$ cat src/rtl/uart_rx_pkg.sv
// Shared constants for the UART receiver: legal oversampling ratios, frame bit
// indices and the bit-counter saturation point, plus a 3-input majority helper.
package uart_rx_pkg;

    localparam int PRESCALE_8       = 8;
    localparam int PRESCALE_16      = 16;
    localparam int PRESCALE_32      = 32;
    localparam int PRESCALE_DEFAULT = PRESCALE_8;

    localparam int BIT_START      = 0;
    localparam int BIT_DATA_LAST  = 8;
    localparam int BIT_PARITY     = 9;
    localparam int BIT_STOP_NOPAR = 9;
    localparam int BIT_STOP_PAR   = 10;

    localparam int BITCNT_SAT = 15;

    function automatic logic maj3(input logic a, input logic b, input logic c);
        return (a & b) | (a & c) | (b & c);
    endfunction

endpackage

$ cat src/rtl/uart_rx_edge_bit_counter.sv
// Edge/bit counters for the UART receiver, including prescale legalisation
// (anything other than 8/16/32 runs as 8).
module uart_rx_edge_bit_counter
    import uart_rx_pkg::*;
#(
    parameter int PRESCALE_W = 6,
    parameter int BITCNT_W   = 4
) (
    input  logic                  clk,
    input  logic                  rst,
    input  logic                  counter_en,
    input  logic [PRESCALE_W-1:0] prescale,
    output logic [PRESCALE_W-1:0] p_eff,
    output logic [PRESCALE_W-1:0] edge_cnt,
    output logic [BITCNT_W-1:0]   bit_cnt
);

    localparam logic [BITCNT_W-1:0]   BIT_SAT  = BITCNT_W'(BITCNT_SAT);
    localparam logic [PRESCALE_W-1:0] EDGE_ONE = PRESCALE_W'(1);
    localparam logic [BITCNT_W-1:0]   BIT_ONE  = BITCNT_W'(1);

    logic [PRESCALE_W-1:0] edge_cnt_q, edge_cnt_d;
    logic [BITCNT_W-1:0]   bit_cnt_q, bit_cnt_d;

    always_comb begin
        case (prescale)
            PRESCALE_W'(PRESCALE_16): p_eff = PRESCALE_W'(PRESCALE_16);
            PRESCALE_W'(PRESCALE_32): p_eff = PRESCALE_W'(PRESCALE_32);
            default:                  p_eff = PRESCALE_W'(PRESCALE_DEFAULT);
        endcase
    end

    // A falling counter_en clears both counters even on a wrap edge.
    always_comb begin
        edge_cnt_d = edge_cnt_q;
        bit_cnt_d  = bit_cnt_q;
        if (!counter_en) begin
            edge_cnt_d = '0;
            bit_cnt_d  = '0;
        end else if (edge_cnt_q == (p_eff - EDGE_ONE)) begin
            edge_cnt_d = '0;
            if (bit_cnt_q != BIT_SAT) begin
                bit_cnt_d = bit_cnt_q + BIT_ONE;
            end
        end else begin
            edge_cnt_d = edge_cnt_q + EDGE_ONE;
        end
    end

    always_ff @(posedge clk) begin
        if (rst) begin
            edge_cnt_q <= '0;
            bit_cnt_q  <= '0;
        end else begin
            edge_cnt_q <= edge_cnt_d;
            bit_cnt_q  <= bit_cnt_d;
        end
    end

    assign edge_cnt = edge_cnt_q;
    assign bit_cnt  = bit_cnt_q;

endmodule

$ cat src/rtl/uart_rx_sampler.sv
// UART RX timing/sampling stage: edge/bit counters plus mid-bit sampling of ser_data.
// UART_RX_SAMP_MAJORITY_EN selects a 3-sample majority vote; otherwise one sample at H+1.
module uart_rx_sampler
    import uart_rx_pkg::*;
#(
    parameter int PRESCALE_W = 6,
    parameter int BITCNT_W   = 4
) (
    input  logic                  clk,
    input  logic                  rst,
    input  logic                  counter_en,
    input  logic                  data_samp_en,
    input  logic [PRESCALE_W-1:0] prescale,
    input  logic                  ser_data,
    output logic [PRESCALE_W-1:0] edge_cnt,
    output logic [BITCNT_W-1:0]   bit_cnt,
    output logic                  sampled_bit,
    output logic                  samp_valid
);

    localparam logic [PRESCALE_W-1:0] EDGE_ONE = PRESCALE_W'(1);

    logic [PRESCALE_W-1:0] p_eff;
    logic [PRESCALE_W-1:0] half;
    logic                  at_last;
    logic                  samp_active;
    logic                  vote_ready;
    logic                  vote_value;

    logic sampled_bit_q, sampled_bit_d;
    logic samp_valid_q, samp_valid_d;

    uart_rx_edge_bit_counter #(
        .PRESCALE_W (PRESCALE_W),
        .BITCNT_W   (BITCNT_W)
    ) u_counter (
        .clk        (clk),
        .rst        (rst),
        .counter_en (counter_en),
        .prescale   (prescale),
        .p_eff      (p_eff),
        .edge_cnt   (edge_cnt),
        .bit_cnt    (bit_cnt)
    );

    assign half        = p_eff >> 1;
    assign at_last     = (edge_cnt == (half + EDGE_ONE));
    assign samp_active = counter_en && data_samp_en;

`ifdef UART_RX_SAMP_MAJORITY_EN
    logic at_first, at_mid;
    logic s0_q, s0_d, s1_q, s1_d;
    // ok flags track an unbroken capture chain; any gap in data_samp_en voids the vote.
    logic s0_ok_q, s0_ok_d, s1_ok_q, s1_ok_d;

    assign at_first = (edge_cnt == (half - EDGE_ONE));
    assign at_mid   = (edge_cnt == half);

    always_comb begin
        s0_d    = s0_q;
        s1_d    = s1_q;
        s0_ok_d = s0_ok_q;
        s1_ok_d = s1_ok_q;
        if (!counter_en) begin
            s0_d    = 1'b1;
            s1_d    = 1'b1;
            s0_ok_d = 1'b0;
            s1_ok_d = 1'b0;
        end else if (!data_samp_en) begin
            s0_ok_d = 1'b0;
            s1_ok_d = 1'b0;
        end else begin
            if (at_first) begin
                s0_d    = ser_data;
                s0_ok_d = 1'b1;
            end
            if (at_mid) begin
                s1_d    = ser_data;
                s1_ok_d = s0_ok_q;
            end
            if (at_last) begin
                s0_ok_d = 1'b0;
                s1_ok_d = 1'b0;
            end
        end
    end

    always_ff @(posedge clk) begin
        if (rst) begin
            s0_q    <= 1'b1;
            s1_q    <= 1'b1;
            s0_ok_q <= 1'b0;
            s1_ok_q <= 1'b0;
        end else begin
            s0_q    <= s0_d;
            s1_q    <= s1_d;
            s0_ok_q <= s0_ok_d;
            s1_ok_q <= s1_ok_d;
        end
    end

    assign vote_ready = s1_ok_q;
    assign vote_value = maj3(s0_q, s1_q, ser_data);
`else
    assign vote_ready = 1'b1;
    assign vote_value = ser_data;
`endif

    always_comb begin
        sampled_bit_d = sampled_bit_q;
        samp_valid_d  = 1'b0;
        if (samp_active && at_last && vote_ready) begin
            sampled_bit_d = vote_value;
            samp_valid_d  = 1'b1;
        end
    end

    always_ff @(posedge clk) begin
        if (rst) begin
            sampled_bit_q <= 1'b1;
            samp_valid_q  <= 1'b0;
        end else begin
            sampled_bit_q <= sampled_bit_d;
            samp_valid_q  <= samp_valid_d;
        end
    end

    assign sampled_bit = sampled_bit_q;
    assign samp_valid  = samp_valid_q;

endmodule
$ cat config.mk
export PLATFORM = sky130hd
export DESIGN_NAME = uart_rx_sampler
export DESIGN_NICKNAME = d
export VERILOG_FILES = /design/src/rtl/uart_rx_pkg.sv /design/src/rtl/uart_rx_edge_bit_counter.sv /design/src/rtl/uart_rx_sampler.sv
export SDC_FILE = /design/constraint.sdc
export NUM_CORES = 1
export LEC_CHECK = 0
export CAP_MARGIN = 20
export CORE_AREA = 4 4 43 48
export DETAILED_ROUTE_END_ITERATION = 6
export DIE_AREA = 0 0 47 52
export PLACE_DENSITY = 0.74
export SYNTH_ARGS = -nofsm -noshare
export SYNTH_HDL_FRONTEND = slang
export SYNTH_SLANG_ARGS = --single-unit
$ cat constraint.sdc
create_clock -name clk -period 1.9 [get_ports clk]
set_clock_uncertainty 0.2 [all_clocks]
set_input_delay 0.38 -clock clk [delete_from_list [all_inputs] [get_ports clk]]
set_output_delay 0.38 -clock clk [all_outputs]
set_load 0.1 [all_outputs]
### Word level (Yosys, flattened, before mapping)

Cells that the tools add are included.

* $add $sub $neg: 4
* equal/unequal tests: 5
* mux-type cells: 2
* bitwise logic cells: 1
* reduce and logical (&&, ||, !) cells: 5

Operators by type and width (number)
* == test 6 bit: 2
* one-hot mux 6 bit (2 select lines): 1
* adder 5 x 1 -> 6 bit (second input constant): 1
* adder 6 x 1 -> 6 bit (second input constant): 1
* == test 6 x 5 -> 1 bit (second input constant): 1
* == test 6 bit (second input constant): 1
* subtractor 6 x 1 -> 6 bit (second input constant): 1
* adder 4 x 1 -> 4 bit (second input constant): 1
* != test 4 bit (second input constant): 1
* OR reduction 3 bit: 1
* logical AND 1 bit: 2
* AND reduction 2 bit: 1
* OR reduction 2 bit: 1
* two-way mux 1 bit: 1
* NOT 1 bit: 1

* flip-flop bits (word level): 12
* input bits: 11
* output and inout port bits: 12

### Longest topological paths before layout

* depth in word-level cells: 6
* mapped depth: 6
* depth with buffers taken out: 6

### By module

From an unflattened synthesis, not the netlist that was laid out.

* cells, all modules: 92
* area, all modules: 784.5 µm²

By module, submodules not included
* uart_rx_edge_bit_counter: times used 1, cells each 66, area each 559.3 µm², sequential area each 200.2 µm²
* uart_rx_sampler: times used 1, cells each 26, area each 225.2 µm², sequential area each 40.0 µm²

### Worst setup path after synthesis

OpenSTA, ideal clock, no wires.

* kind: reg-to-reg
* start: reg u_counter.edge_cnt_q[0], in the netlist u_counter.edge_cnt[0]
* end: reg u_counter.bit_cnt_q[3], in the netlist u_counter.bit_cnt[3]
* arrival time: 1.979 ns
* slack: -0.351 ns
* stages on the path, launching flop included: 6
* buffers on the path: 0
* clock period less this slack: 2.251 ns
* cell sequence: dfxtp_1 ha_1 and3b_1 nand4_1 a21oi_1 mux2i_1

* word-level cells in the longest chain between the ends: 2

Ends and longest elaborated chain
* start: declaration: line uart_rx_edge_bit_counter.sv:22 `logic [PRESCALE_W-1:0] edge_cnt_q, edge_cnt_d;`
* start signal: assignment: line uart_rx_edge_bit_counter.sv:55 `edge_cnt_q <= edge_cnt_d;`
* == test 6 bit: line uart_rx_edge_bit_counter.sv:40 `end else if (edge_cnt_q == (p_eff - EDGE_ONE)) begin`
* AND reduction 2 bit (no line)
* end signal: assignment: line uart_rx_edge_bit_counter.sv:56 `bit_cnt_q <= bit_cnt_d;`
* end: declaration: line uart_rx_edge_bit_counter.sv:23 `logic [BITCNT_W-1:0] bit_cnt_q, bit_cnt_d;`

No other way between the ends.
A chain may end at the register's enable or synchronous reset.

### Final worst setup path

* start: in prescale[3]
* end: reg u_counter.bit_cnt_q[3], in the netlist u_counter.bit_cnt[3]

* word-level cells in the longest chain between the ends: 5
* elaborated cells between the ends (all ways): 6
* those cells by class: add/sub: 1; eq/ne: 3; mux: 1; reduce/logical: 1

Ends and longest elaborated chain
* start: declaration: line uart_rx_sampler.sv:13 `input logic [PRESCALE_W-1:0] prescale,`
* == test 6 bit or == test 6 x 5 -> 1 bit (tied branches): line uart_rx_edge_bit_counter.sv:26 `case (prescale)`
* one-hot mux 6 bit (2 select lines) (*): line uart_rx_edge_bit_counter.sv:26
* subtractor 6 x 1 -> 6 bit (*): line uart_rx_edge_bit_counter.sv:40
* == test 6 bit (*): line uart_rx_edge_bit_counter.sv:40
* AND reduction 2 bit (no line) (*)

Every way passes the cells marked *; elsewhere a longest branch is shown, timed or not.

==> metrics.txt <==
DR DRC count=0; final setup margin=about 0.093 ns; wire per inst=13.6 µm; Global Route Usage Sum=~15%; # IOs=23; die width=47 µm; TritonCTS Buffers=3; H-tree depth=1; Switch Pwr=117 µW; Synth Instances=69; combinational power share=14.1%; Ant. Diodes=0; Die Y=between 50 and 60 µm; die area=2440 µm²; top cell type's share of synthesized area=36.6%; largest cells by area after synthesis=dfxtp_1 37%, mux2i_1 6.1%, ha_1 5.7%, nand2_1 4.0%, xor2_1 4.0%; hold depth=1; Worst-Margin Slew=0.464 ns; FP Rows=15; Syn. warnings=0; post-synth top area cell=dfxtp_1; Primary FF master, synth=dfxtp_1; clock network fraction of total power=31.9%; IO buf count=22; CP startpoint kind=input pin; Final Cycle Share=95.1%; CP arrival=1.81 ns; count leader, synth=dfxtp_1; Synth Register Bits=12; HP Class=flop to flop; routed vias/inst=5.53; vias in the first global route=637; largest vdd supply drop=between 0.3 and 0.4 mV; DRT Pass-1 Iters=4; Sequential Power Share=a little over half; Synth cell types=28; Nets=roughly 120; routed wire length=between 1.5 and 2 mm; DR top layer=met4; RSZ-0062 raised after global routing=no; worst r2r path cells=5; Commonest cells post-synth=12 x dfxtp_1, 7 x nand2_1, 5 x nor3_1; Final Max Tran Viols=0; Post-synth EDFFs=0; Remaining Overflow, GRT=0; Max-Cap Viols=0; dpl ws=-0.363 ns; Final ANT Viol Nets=0; Syn Area/Cell=9.50 µm²; CP Data Required Time=roughly 1.9 ns; Final Hold Fails=0; sequential-to-total area share from yosys stat=36.6%; Layout area overhead=67.4%; met2 WL=between 800 and 900 µm; core area=1580 µm²; largest net degree at the start of global routing=9; final hold slack=between 0.2 and 0.3 ns; Max Root-Sink Buffers=2; vias post-DR=642; wl on met1=672 µm; Cell Area, Synth=around 660 µm²; critical path type=input pin to flop; Power Dens Cells=approximately 430 nW/µm²; clock-pin slew on the worst setup and hold paths=0.07 ns; WL met3=about 71 µm; gp weighted congestion=0.728; dpl hpwl=1.21 mm; root buf cell=clkbuf_4; placed instance area=around 1000 µm²; layout cells sized above 1=37.4%; Final Critical Period=1.81 ns; Clock Sinks=12; final instance area=~1100 µm²; CTS tree=built; relative slew slack=68.9%; leakage=between 0.0004 and 0.0005 µW; CP max FO=4; P_int=360 µW; Clk Latency, worst-skew pair=0.27 ns; Setup-failing EPs final=0; first-pass GRT wire length=2.63 mm; initial antenna violation count=0; Initial Util=approximately two fifths; drt initial violations=12; switch share=24.5%; Async S/R FF share, synth=0%; status=complete, no violations; CP Capture Type=flop; Fmax achieved=553 MHz; syn nets=83
area by class of cell:
class / instances / area (µm²)
Clock buffer: 3 / 22.5
Fill cell: 127 / 479
Inverter: 3 / 11.3
Multi-Input combinational cell: 54 / 417
Sequential cell: 12 / 250
Tap cell: 17 / 21.3
Timing Repair Buffer: 27 / 375
critical path: stages:
cell,delay [ns]
clkdlybuf4s50_1,0.44
nor4_4,0.20
o211ai_1,0.26
buf_4,0.21
a21oi_2,0.12
mux2i_1,0.19
state kept, by name (all words and copies together), names as in the netlist:
signal and cells:
u_counter.edge_cnt 6, u_counter.bit_cnt 4, samp_valid 1, sampled_bit 1
layout by cell type, fill, tap and decap left out, drive strengths merged, types with 2 or more instances in the layout:
master,synthesis,layout
clkbuf,0,3
nand3,3,3
and4bb,2,2
dlygate4sd2,0,4
xor2,3,3
o211ai,2,2
nand2,7,7
ha,3,3
and3b,2,2
mux2i,4,4
nor3,5,5
dfxtp,12,12
nand2b,2,2
buf,0,17
nor2,3,3
a21oi,2,2
clkdlybuf4s50,0,5
xnor2,2,2
and3,2,2
nor2b,2,2
inv,3,3
metrics by stage:
stage / utilization [%] / setup TNS [ns] / cells / total power, µW
5_1_grt: 69.6 / 0 / 116 / 490
3_5_place_dp: 65.6 / -3.21 / 109 / 331
2_1_floorplan: - / 0 / 69 / 291
4_1_cts: 68.3 / 0 / 114 / 480
6_report: 69.6 / 0 / 116 / 476
3_3_place_gp: 65.6 / -2.66 / 109 / 330
path summary, 6_finish.rpt:
| kind | from | to | slack [ns] |
|---|---|---|---|
| min reg2reg | u_counter.edge_cnt[0] | u_counter.edge_cnt[0] | 0.29 |
| max reg2reg | u_counter.edge_cnt[4] | u_counter.bit_cnt[2] | 0.16 |
| max | prescale[3] | u_counter.bit_cnt[3] | 0.09 |
| min | u_counter.edge_cnt[0] | u_counter.edge_cnt[0] | 0.29 |
cells by family after synthesis:
group	count (synthesis)	synth area share, %
muxes	4	6.11
adders and majority gates	3	5.73
buffers and inverters	3	1.72
and+or+nand+nor	32	31.1
DFF	12	36.6
xor gates and xnor gates	5	6.68
AOI/OAI and AO/OA	10	12.0
repair_timing:
action,4_1_cts,5_1_grt
endpoints found under the setup margin,8,9
hold buffers,0,0
resized for setup,6,2
buffers inserted,2,2
pin swaps,5,5
power groups by stage:
stage / combinational [µW] / clock, µW / sequential [µW]
floorplan: 14.0 / 0 / 277
global placement: 67.0 / 0 / 263
detailed placement: 68.2 / 0 / 263
CTS: 67.1 / 155 / 257
global route: 70.7 / 161 / 258
finish: 67.0 / 152 / 257
layer usage:
layer / vias up / global-route usage (%)
met5: - / 0
met4: 0 / 6.91
met3: 4 / 2.42
met2: 20 / 25.6
met1: 303 / 17.6
li1: 315 / -
(Power assumes the default switching activity.)
